===== src/rtl/inbuf_vc_cell.sv =====
// Receive-side input buffer for one router port: two single-entry VC slots,
// one written from the upstream link while the other is offered to the switch.
module inbuf_vc_cell #(
  parameter int unsigned DW     = 64,
  parameter int unsigned VC_BIT = 63
) (
  input  logic          clk,
  input  logic          reset,
  input  logic          polarity,
  input  logic          si,
  input  logic [DW-1:0] di,
  output logic          ri,
  output logic          req,
  output logic [DW-1:0] dout,
  input  logic          gnt,
  output logic [1:0]    full,
  output logic          ovf_err,
  output logic          vc_err
);

  logic          ext_vc;
  logic          int_vc;
  logic          wr_en;
  logic          tag_bad;
  logic          ovf;
  logic          drain;
  logic [1:0]    full_nxt;
  logic [DW-1:0] slot0;
  logic [DW-1:0] slot1;

  // Link/switch side selection and handshake decode
  always_comb begin
    ext_vc  = polarity;
    int_vc  = ~polarity;
    ri      = ~full[ext_vc];
    req     = full[int_vc];
    dout    = '0;
    if (req) dout = int_vc ? slot1 : slot0;
    wr_en   = si & ri & (di[VC_BIT] == ext_vc);
    tag_bad = si & ri & (di[VC_BIT] != ext_vc);
    ovf     = si & ~ri;
    drain   = req & gnt;
  end

  // Occupancy update: write and drain always hit different slots
  always_comb begin
    full_nxt = full;
    if (wr_en) full_nxt[ext_vc] = 1'b1;
    if (drain) full_nxt[int_vc] = 1'b0;
  end

  // Slot storage, occupancy and sticky error flags
  always_ff @(posedge clk) begin
    if (reset) begin
      full    <= 2'b00;
      slot0   <= '0;
      slot1   <= '0;
      ovf_err <= 1'b0;
      vc_err  <= 1'b0;
    end else begin
      full <= full_nxt;
      if (wr_en && !ext_vc) slot0 <= di;
      if (wr_en &&  ext_vc) slot1 <= di;
      if (ovf)     ovf_err <= 1'b1;
      if (tag_bad) vc_err  <= 1'b1;
    end
  end

endmodule


===== config.mk =====
export PLATFORM = sky130hd
export DESIGN_NAME = inbuf_vc_cell
export DESIGN_NICKNAME = d
export VERILOG_FILES = /design/src/rtl/inbuf_vc_cell.sv
export SDC_FILE = /design/constraint.sdc
export NUM_CORES = 1
export LEC_CHECK = 0
export ABC_AREA = 0
export BUFFER_PORTS_ARGS = -buffer_cell sky130_fd_sc_hd__buf_2
export CAP_MARGIN = 10
export CORE_MARGIN = 5
export CORE_UTILIZATION = 30
export CTS_CLUSTER_DIAMETER = 30
export DETAILED_ROUTE_END_ITERATION = 12
export PLACE_DENSITY = 0.6
export RECOVER_POWER = 25
export SETUP_SLACK_MARGIN = 0.4
export SLEW_MARGIN = 10
export SYNTH_ARGS = -nofsm -noshare
export SYNTH_HDL_FRONTEND = slang
export SYNTH_SLANG_ARGS = --single-unit

===== constraint.sdc =====
create_clock -name clk -period 1.9 [get_ports clk]
set_clock_uncertainty 0.1 [all_clocks]
set_input_delay 0.19 -clock clk [delete_from_list [all_inputs] [get_ports clk]]
set_output_delay 0.19 -clock clk [all_outputs]
set_load 0.05 [all_outputs]

==> impl_metrics.json, run 1 <==
{
  "yosysSeqAreaShare": 0.474,
  "die_width_um": 146,
  "violations": "negative setup slack",
  "maxCapViolCount": 0,
  "max_freq_mhz": 516,
  "final_area_sq_mm": 0.0109,
  "io_pins": 139,
  "cp-start-kind": "flip-flop",
  "layout-drive-gt1-share": 0.495,
  "multi_input_area_sq_mm": 0.00396,
  "powerDensity_mw_per_mm2": 712,
  "cts_tree": "yes",
  "p_int_mw": 5.72,
  "core_area_sq_mm": 0.0181,
  "worst_path_max_delay_cell": "dfxtp_4",
  "status": "finished, violations left",
  "worst_slack_ps": -36.2,
  "synth_area_leaders": "dfxtp_1, nand2_1, mux2i_1, a21oi_1, nor2_1",
  "fill_cells": 1476,
  "cts_buffers": 17,
  "first_pass_iters": 5,
  "place_area_sq_mm": 0.00705,
  "slowest_delay_ps": 360,
  "area_delta_synth_final_pct": 95.9,
  "clk_pin_slew_ps": 60,
  "ys_types": 21,
  "layout_min_cycle_time_ps": 1940,
  "ant_nets": 0,
  "netlist.top_cell.by_area": "dfxtp_1",
  "p_leak_nw": 4.36,
  "use_met2": 0.329,
  "ff_latch_area_sq_mm": 0.00265,
  "grt_busiest_layer": "met2",
  "path_cells": "mux2i_4 -> buf_12 -> buf_12 -> buf_16 -> nor2_4 -> buf_6",
  "use_met3": 0.0406,
  "synth_top_area_frac": 0.474,
  "grt_pass1_wl_mm": 31.4,
  "cp_max_fo": 7,
  "vdd.ir_drop.worst_mv": 0.742,
  "wl_mm": 22.9,
  "num_vias": 5898,
  "setup_viol": 10,
  "timing.hold.ws_ps": 38.7,
  "gp_congestion": 0.693,
  "r2r_end": "slot0[46]",
  "place_ws_ps": 126,
  "grt_util_met1": 0.217,
  "finalCritPeriodShare": 1.02,
  "syn_avg_cell_area_sq_um": 7.76,
  "grt_overflow": 0,
  "drc": 0,
  "hold_path.class": "in -> reg",
  "start_util": 0.307,
  "cp-end-kind": "primary output",
  "grt_pass1_vias": 5809,
  "cts_root_buffer": "clkbuf_16",
  "slew_headroom": 0.593,
  "drt-wirelength-per-cell_um": 19.0,
  "std_cell_rows": 49,
  "grt_max_degree": 65,
  "yosysWarnings": 0,
  "synth_nets": 787,
  "nNetsFinal": 1031,
  "synth_cells": 718,
  "crit_end": "dout[35]",
  "required_ps": 1610,
  "r2r_slack_ps": 60,
  "dpl.hpwl_mm": 9.88,
  "power_frac_clock": 0.464,
  "reg2reg_depth": 10,
  "drtIter0Drc": 302,
  "r2r-start": "full[0]",
  "crit_start": "full[0]",
  "hold_violations": 0,
  "cpMostUsedCell": "buf_12",
  "dieArea_sq_mm": 0.0214,
  "port_buffers": 138,
  "gr-usage-all-layers": 0.183,
  "antenna_cells": 0,
  "p_comb_frac": 0.162,
  "ys_seq_elements": 132,
  "power.switching_mw": 2.05,
  "tightest_slew_ps": 613,
  "antenna_found_initial": 0,
  "worstSetupPathType": "reg -> out",
  "p_seq_frac": 0.374,
  "dieHeight_um": 146,
  "clockBufferDepth": 2,
  "drv_slew": 0,
  "hold_start": "si",
  "via_per_inst": 4.90,
  "synth_area_sq_mm": 0.00557,
  "swShare": 0.264,
  "cts_sinks": 132,
  "htreeDepth": 4,
  "arrival_ps": 1650,
  "rsz0062_at_grt": "true",
  "clk_latency_ps": 420
}
-- layout by cell type, fill, tap and decap left out, types with 2 or more instances in the layout --
cell and count:
dlygate4sd3_1 64, buf_4 12, a21oi_1 34, nand2_1 185, buf_12 23, dfxtp_1 130
nand2_2 7, buf_16 16, clkbuf_1 3, nor2_1 5, nand2_4 61, a21oi_2 93
mux2i_4 2, inv_6 3, mux2i_1 64, nor2_4 64, clkinvlp_4 6, buf_2 66
dfxtp_4 2, buf_8 44, bufinv_16 4, clkbuf_16 27, clkbuf_2 2, buf_6 43
-- through the flow --
| step | std cells | setup TNS, ps | utilization | power (mW) |
|---|---|---|---|---|
| 6_report | 1204 | -218 | 0.602 | 7.78 |
| 5_1_grt | 1204 | -936 | 0.602 | 8.04 |
| 4_1_cts | 1178 | -426 | 0.550 | 7.63 |
| 3_5_place_dp | 1047 | 0 | 0.389 | 3.66 |
| 3_3_place_gp | 1047 | 0 | 0.389 | 3.65 |
| 2_1_floorplan | 718 | 0 | - | 3.42 |
-- logic make-up (layout without fill, tap and decap cells) --
| family | count (synthesis) | in the layout | share of synthesized area |
|---|---|---|---|
| AND/OR/NAND/NOR | 329 | 329 | 0.229 |
| AO/OA/AOI/OAI | 131 | 131 | 0.119 |
| multiplexers | 66 | 66 | 0.119 |
| buffers and inverters | 60 | 317 | 0.0588 |
| flip-flops | 132 | 132 | 0.474 |
-- final cells by class --
class | count | area share
flip-flops and latches | 132 | 0.243
multi-input cells | 526 | 0.363
repair buffers | 283 | 0.308
clock buffers | 18 | 0.0413
inverters | 2 | 0.00103
clock inverters | 14 | 0.0181
well taps | 229 | 0.0262
-- power groups by stage --
stage,Combinational (mW),Sequential (mW),Clock (mW)
final,1.26,2.91,3.61
after global routing,1.33,2.92,3.79
after CTS,1.07,2.91,3.66
after detailed placement,0.693,2.97,0
after global placement,0.687,2.97,0
after floorplan,0.448,2.97,0
-- Yosys cell counts (all sizes together) --
library cell / instances
nor2: 69
nand2: 253
clkbuf: 21
nand4b: 1
or4b: 1
and4b: 1
a21oi: 128
mux2i: 66
dfxtp: 132
inv: 2
buf: 37
nor3b: 1
nor2b: 1
nor4bb: 1
o21ai: 1
o21ba: 1
a311oi: 1
nor4b: 1
-- how the worst min path moves through the flow --
| stage | endpoint | slack (ps) | cells after the start |
|---|---|---|---|
| final | vc_err | 40 | 3 |
| after global routing | vc_err | 60 | 3 |
| after CTS | vc_err | 20 | 3 |
| after detailed placement | slot1[40] | 340 | 2 |
| after global placement | slot1[40] | 340 | 2 |
| after floorplan | slot0[33] | 230 | 2 |
-- worst max-delay path: cells and delay by family (launching register included) --
kind | cells | cell delay [ps]
multiplexers | 1 | 210
buffers and inverters | 4 | 620
flip-flops | 1 | 360
AND/OR/NAND/NOR | 1 | 40
-- layer usage --
layer / wire length, um / up-vias
met3: 900 / 44
met1: 9620 / 2875
met4: 629 / 0
met5: 0 / -
met2: 11800 / 144
li1: - / 2835
-- flip-flops by register name (all words and copies together), names as in the netlist --
register and count:
full 2, ovf_err 1, slot0 64, slot1 64, vc_err 1
-- what timing repair did --
| item | CTS | global route |
|---|---|---|
| buffers inserted | 22 | 11 |
| cloned | 13 | 15 |
| pin swaps | 110 | 30 |
| gates resized for setup | 310 | 148 |
| endpoints found under the setup margin | 126 | 182 |
| hold endpoints to repair | 127 | 0 |
| hold buffers | 64 | 0 |
(Power assumes the default switching activity.)
==> run 2, diff against run 1 <==
CORE_UTILIZATION = 53   (was 30)
PLACE_DENSITY = 0.9   (was 0.6)
==> impl_metrics.json, run 2 <==
{
  "status": "did not finish",
  "stop_stage": "clock tree synthesis",
  "stop_error": "[ERROR DPL-0033] detailed placement checks failed during check placement.",
  "synth.most_common_cell": "nand2_1",
  "synth_edf_count": 0,
  "std_cell_rows": 37,
  "synth_top_family_by_area": "simple AND/OR/NAND/NOR gates",
  "synth_xor_area_frac": 0,
  "syn_avg_cell_area_sq_um": 7.76,
  "yosysSeqAreaShare": 0.474,
  "post_cts_buffers": 22,
  "ys_types": 21,
  "start_util": 0.542,
  "htreeDepth": 4,
  "ys_seq_elements": 132,
  "cts_sinks": 132,
  "synth-compound-area-share": 0.119,
  "gp_congestion": 0.788,
  "synth_nets": 787,
  "port_buffers": 138,
  "cts_buffers": 17,
  "synth_mux_area_frac": 0.119,
  "yosysWarnings": 0,
  "ys.flop_type": "dfxtp_1",
  "synth_area_leaders": "dfxtp_1, nand2_1, mux2i_1, a21oi_1, nor2_1",
  "async_reset_ff_frac": 0,
  "dieHeight_um": 113,
  "place_area_sq_mm": 0.00694,
  "netlist.top_cell.by_area": "dfxtp_1",
  "dpl.hpwl_mm": 10.0,
  "hold_buffers": 66,
  "synth_common_cells": "nand2_1, dfxtp_1, a21oi_1, nor2_1, mux2i_1",
  "io_pins": 139,
  "synth_top_area_frac": 0.474,
  "synth_area_sq_mm": 0.00557,
  "cts_resized": 369,
  "synthAdderAreaFrac": 0,
  "clockBufferDepth": 2,
  "cts_root_buffer": "clkbuf_8",
  "synth_cells": 718,
  "yosys.area_share.simple": 0.229,
  "die_width_um": 113
}
[run 2: kinds of logic after synthesis]
| family | after synthesis |
|---|---|
| and+or+nand+nor | 329 |
| DFF | 132 |
| AOI/OAI and AO/OA | 131 |
| muxes | 66 |
| buffers and inverters | 60 |
[run 2: metrics by stage]
step | worst slack (ps) | hold WS [ps] | cells
3_5_place_dp | 148 | 346 | 960
2_1_floorplan | 356 | 226 | 718
3_3_place_gp | 174 | 341 | 960
==> run 3, diff against run 2 <==
CORE_UTILIZATION = 40   (was 53)
CTS_CLUSTER_DIAMETER = default   (was 30)
PLACE_DENSITY = default   (was 0.9)
PLACE_DENSITY_LB_ADDON = 0.15   (was default)
SETUP_SLACK_MARGIN = default   (was 0.4)
==> impl_metrics.json, run 3 (same netlist as run 1, synthesis figures left out) <==
{
  "clk_pin_slew_ps": 50,
  "required_ps": 1610,
  "timing.setup.tns_ps": 0,
  "grt_pass1_wl_mm": 25.6,
  "cts_root_buffer": "clkbuf_16",
  "grt_max_degree": 66,
  "wl_mm": 16.6,
  "grt_pass1_vias": 5214,
  "reg_top3": "slot0 (64), slot1 (64), full (2)",
  "r2r_end": "slot0[19]",
  "layout_commonest_cell": "nand2_1",
  "hold_start": "si",
  "crit_buf_inv": 4,
  "grt_overflow": 0,
  "place_area_sq_mm": 0.00673,
  "area_delta_synth_final_pct": 53.1,
  "dieHeight_um": 128,
  "min_path_cells": 3,
  "powerDensity_mw_per_mm2": 816,
  "core_area_sq_mm": 0.0138,
  "path_delay_family": "buffers and inverters",
  "drc": 0,
  "port_buffers": 138,
  "gp_congestion": 0.770,
  "crit_start": "full[0]",
  "p_leak_nw": 3.34,
  "hold_violations": 0,
  "num_vias": 5510,
  "first_pass_iters": 5,
  "dp.cells": 994,
  "via_per_inst": 5.00,
  "worstSetupPathType": "reg -> out",
  "vdd.ir_drop.worst_mv": 0.504,
  "io_pins": 139,
  "min_to": "vc_err",
  "mostFrequentLayoutCells": "nand2_1, dfxtp_1, a21oi_1, buf_2, mux2i_1",
  "std_cell_rows": 43,
  "r2r-start": "full[0]",
  "finalCritPeriodShare": 0.999,
  "path_cells": "mux2i_4 -> buf_6 -> buf_12 -> clkbuf_16 -> nor2_4 -> buf_6",
  "die_width_um": 128,
  "start_util": 0.405,
  "timing.hold.ws_ps": 41.8,
  "cp-start-kind": "flip-flop",
  "dieArea_sq_mm": 0.0164,
  "antenna_found_initial": 0,
  "r2r_slack_ps": 60,
  "layout-drive-gt1-share": 0.273,
  "cts_sinks": 132,
  "cp_max_fo": 7,
  "setup_viol": 0,
  "drt-wirelength-per-cell_um": 15.1,
  "clk_latency_ps": 400,
  "cp-end-kind": "primary output",
  "cpMostUsedCell": "buf_6",
  "power_mw": 6.96,
  "drtIter0Drc": 413,
  "fin_cells": 1101,
  "rsz0062_at_grt": "true",
  "layout_min_cycle_time_ps": 1900,
  "gr-usage-all-layers": 0.193,
  "slew_headroom": 0.690,
  "max_freq_mhz": 527,
  "worst_path_max_delay_cell": "dfxtp_4",
  "dpl.hpwl_mm": 9.53,
  "arrival_ps": 1610,
  "cts_tree": "yes",
  "antenna_cells": 0,
  "slowest_delay_ps": 350,
  "ant_nets": 0,
  "hold_path.class": "in -> reg",
  "htreeDepth": 4,
  "final_area_sq_mm": 0.00853,
  "maxCapViolCount": 0,
  "cts_buffers": 17,
  "clockBufferDepth": 2,
  "reg2reg_depth": 5,
  "status": "complete, no violations",
  "tightest_slew_ps": 466,
  "drv_slew": 0,
  "nNetsFinal": 978
}
[run 3: timing repair]
action / in CTS / in global routing
hold endpoints to repair: 127 / 0
cloned: 0 / 5
hold buffers: 64 / 0
pin swaps: 2 / 9
setup buffers: 2 / 5
endpoints found under the setup margin: 56 / 60
gates resized for setup: 68 / 54
[run 3: worst min-delay path, cell delays in order]
cell and delay [ps]:
buf_2 150, a311oi_1 100, nor2_1 70
[run 3: area by class of cell]
cell class / instances / area, sq um
Fill cell: 1163 / 5250
Multi-Input combinational cell: 526 / 2950
Sequential cell: 132 / 2650
Timing Repair Buffer: 230 / 2100
Clock buffer: 28 / 527
Tap cell: 180 / 225
Clock inverter: 3 / 65.1
Inverter: 2 / 7.51
[run 3: how the worst max path moves through the flow]
stage                     depth (start not counted)         to  slack, ps
after floorplan                                   3    dout[0]       -120
after global routing                              6   dout[49]        -60
after global placement                            5  slot0[48]        200
after detailed placement                          5  slot0[55]        180
final                                             6   dout[47]          2
after CTS                                         5   dout[32]        -20
[run 3: where the power goes]
| part | total [mW] | switching, mW | internal, mW |
|---|---|---|---|
| Combinational | 0.827 | 0.458 | 0.369 |
| Clock | 3.22 | 1.09 | 2.13 |
| Sequential | 2.91 | 0.0467 | 2.86 |
| Total | 6.96 | 1.59 | 5.37 |
[run 3: routing by layer]
layer  vias to the layer above  part of all wire  routed length (um)  global-route usage
li1                       2720                 -                   -                   -
met1                      2599              0.44                7390               0.255
met2                       179              0.48                7990               0.311
met3                        12             0.065                1070              0.0433
met4                         0            0.0095                 157              0.0655
met5                         -                 0                   0                   0
[run 3: through the flow]
step                worst slack [ps]   util
global placement                 198  0.489
CTS                            -19.9  0.596
global route                   -64.2  0.619
finish                          1.51  0.619
detailed placement               185  0.489
floorplan                       -122      -
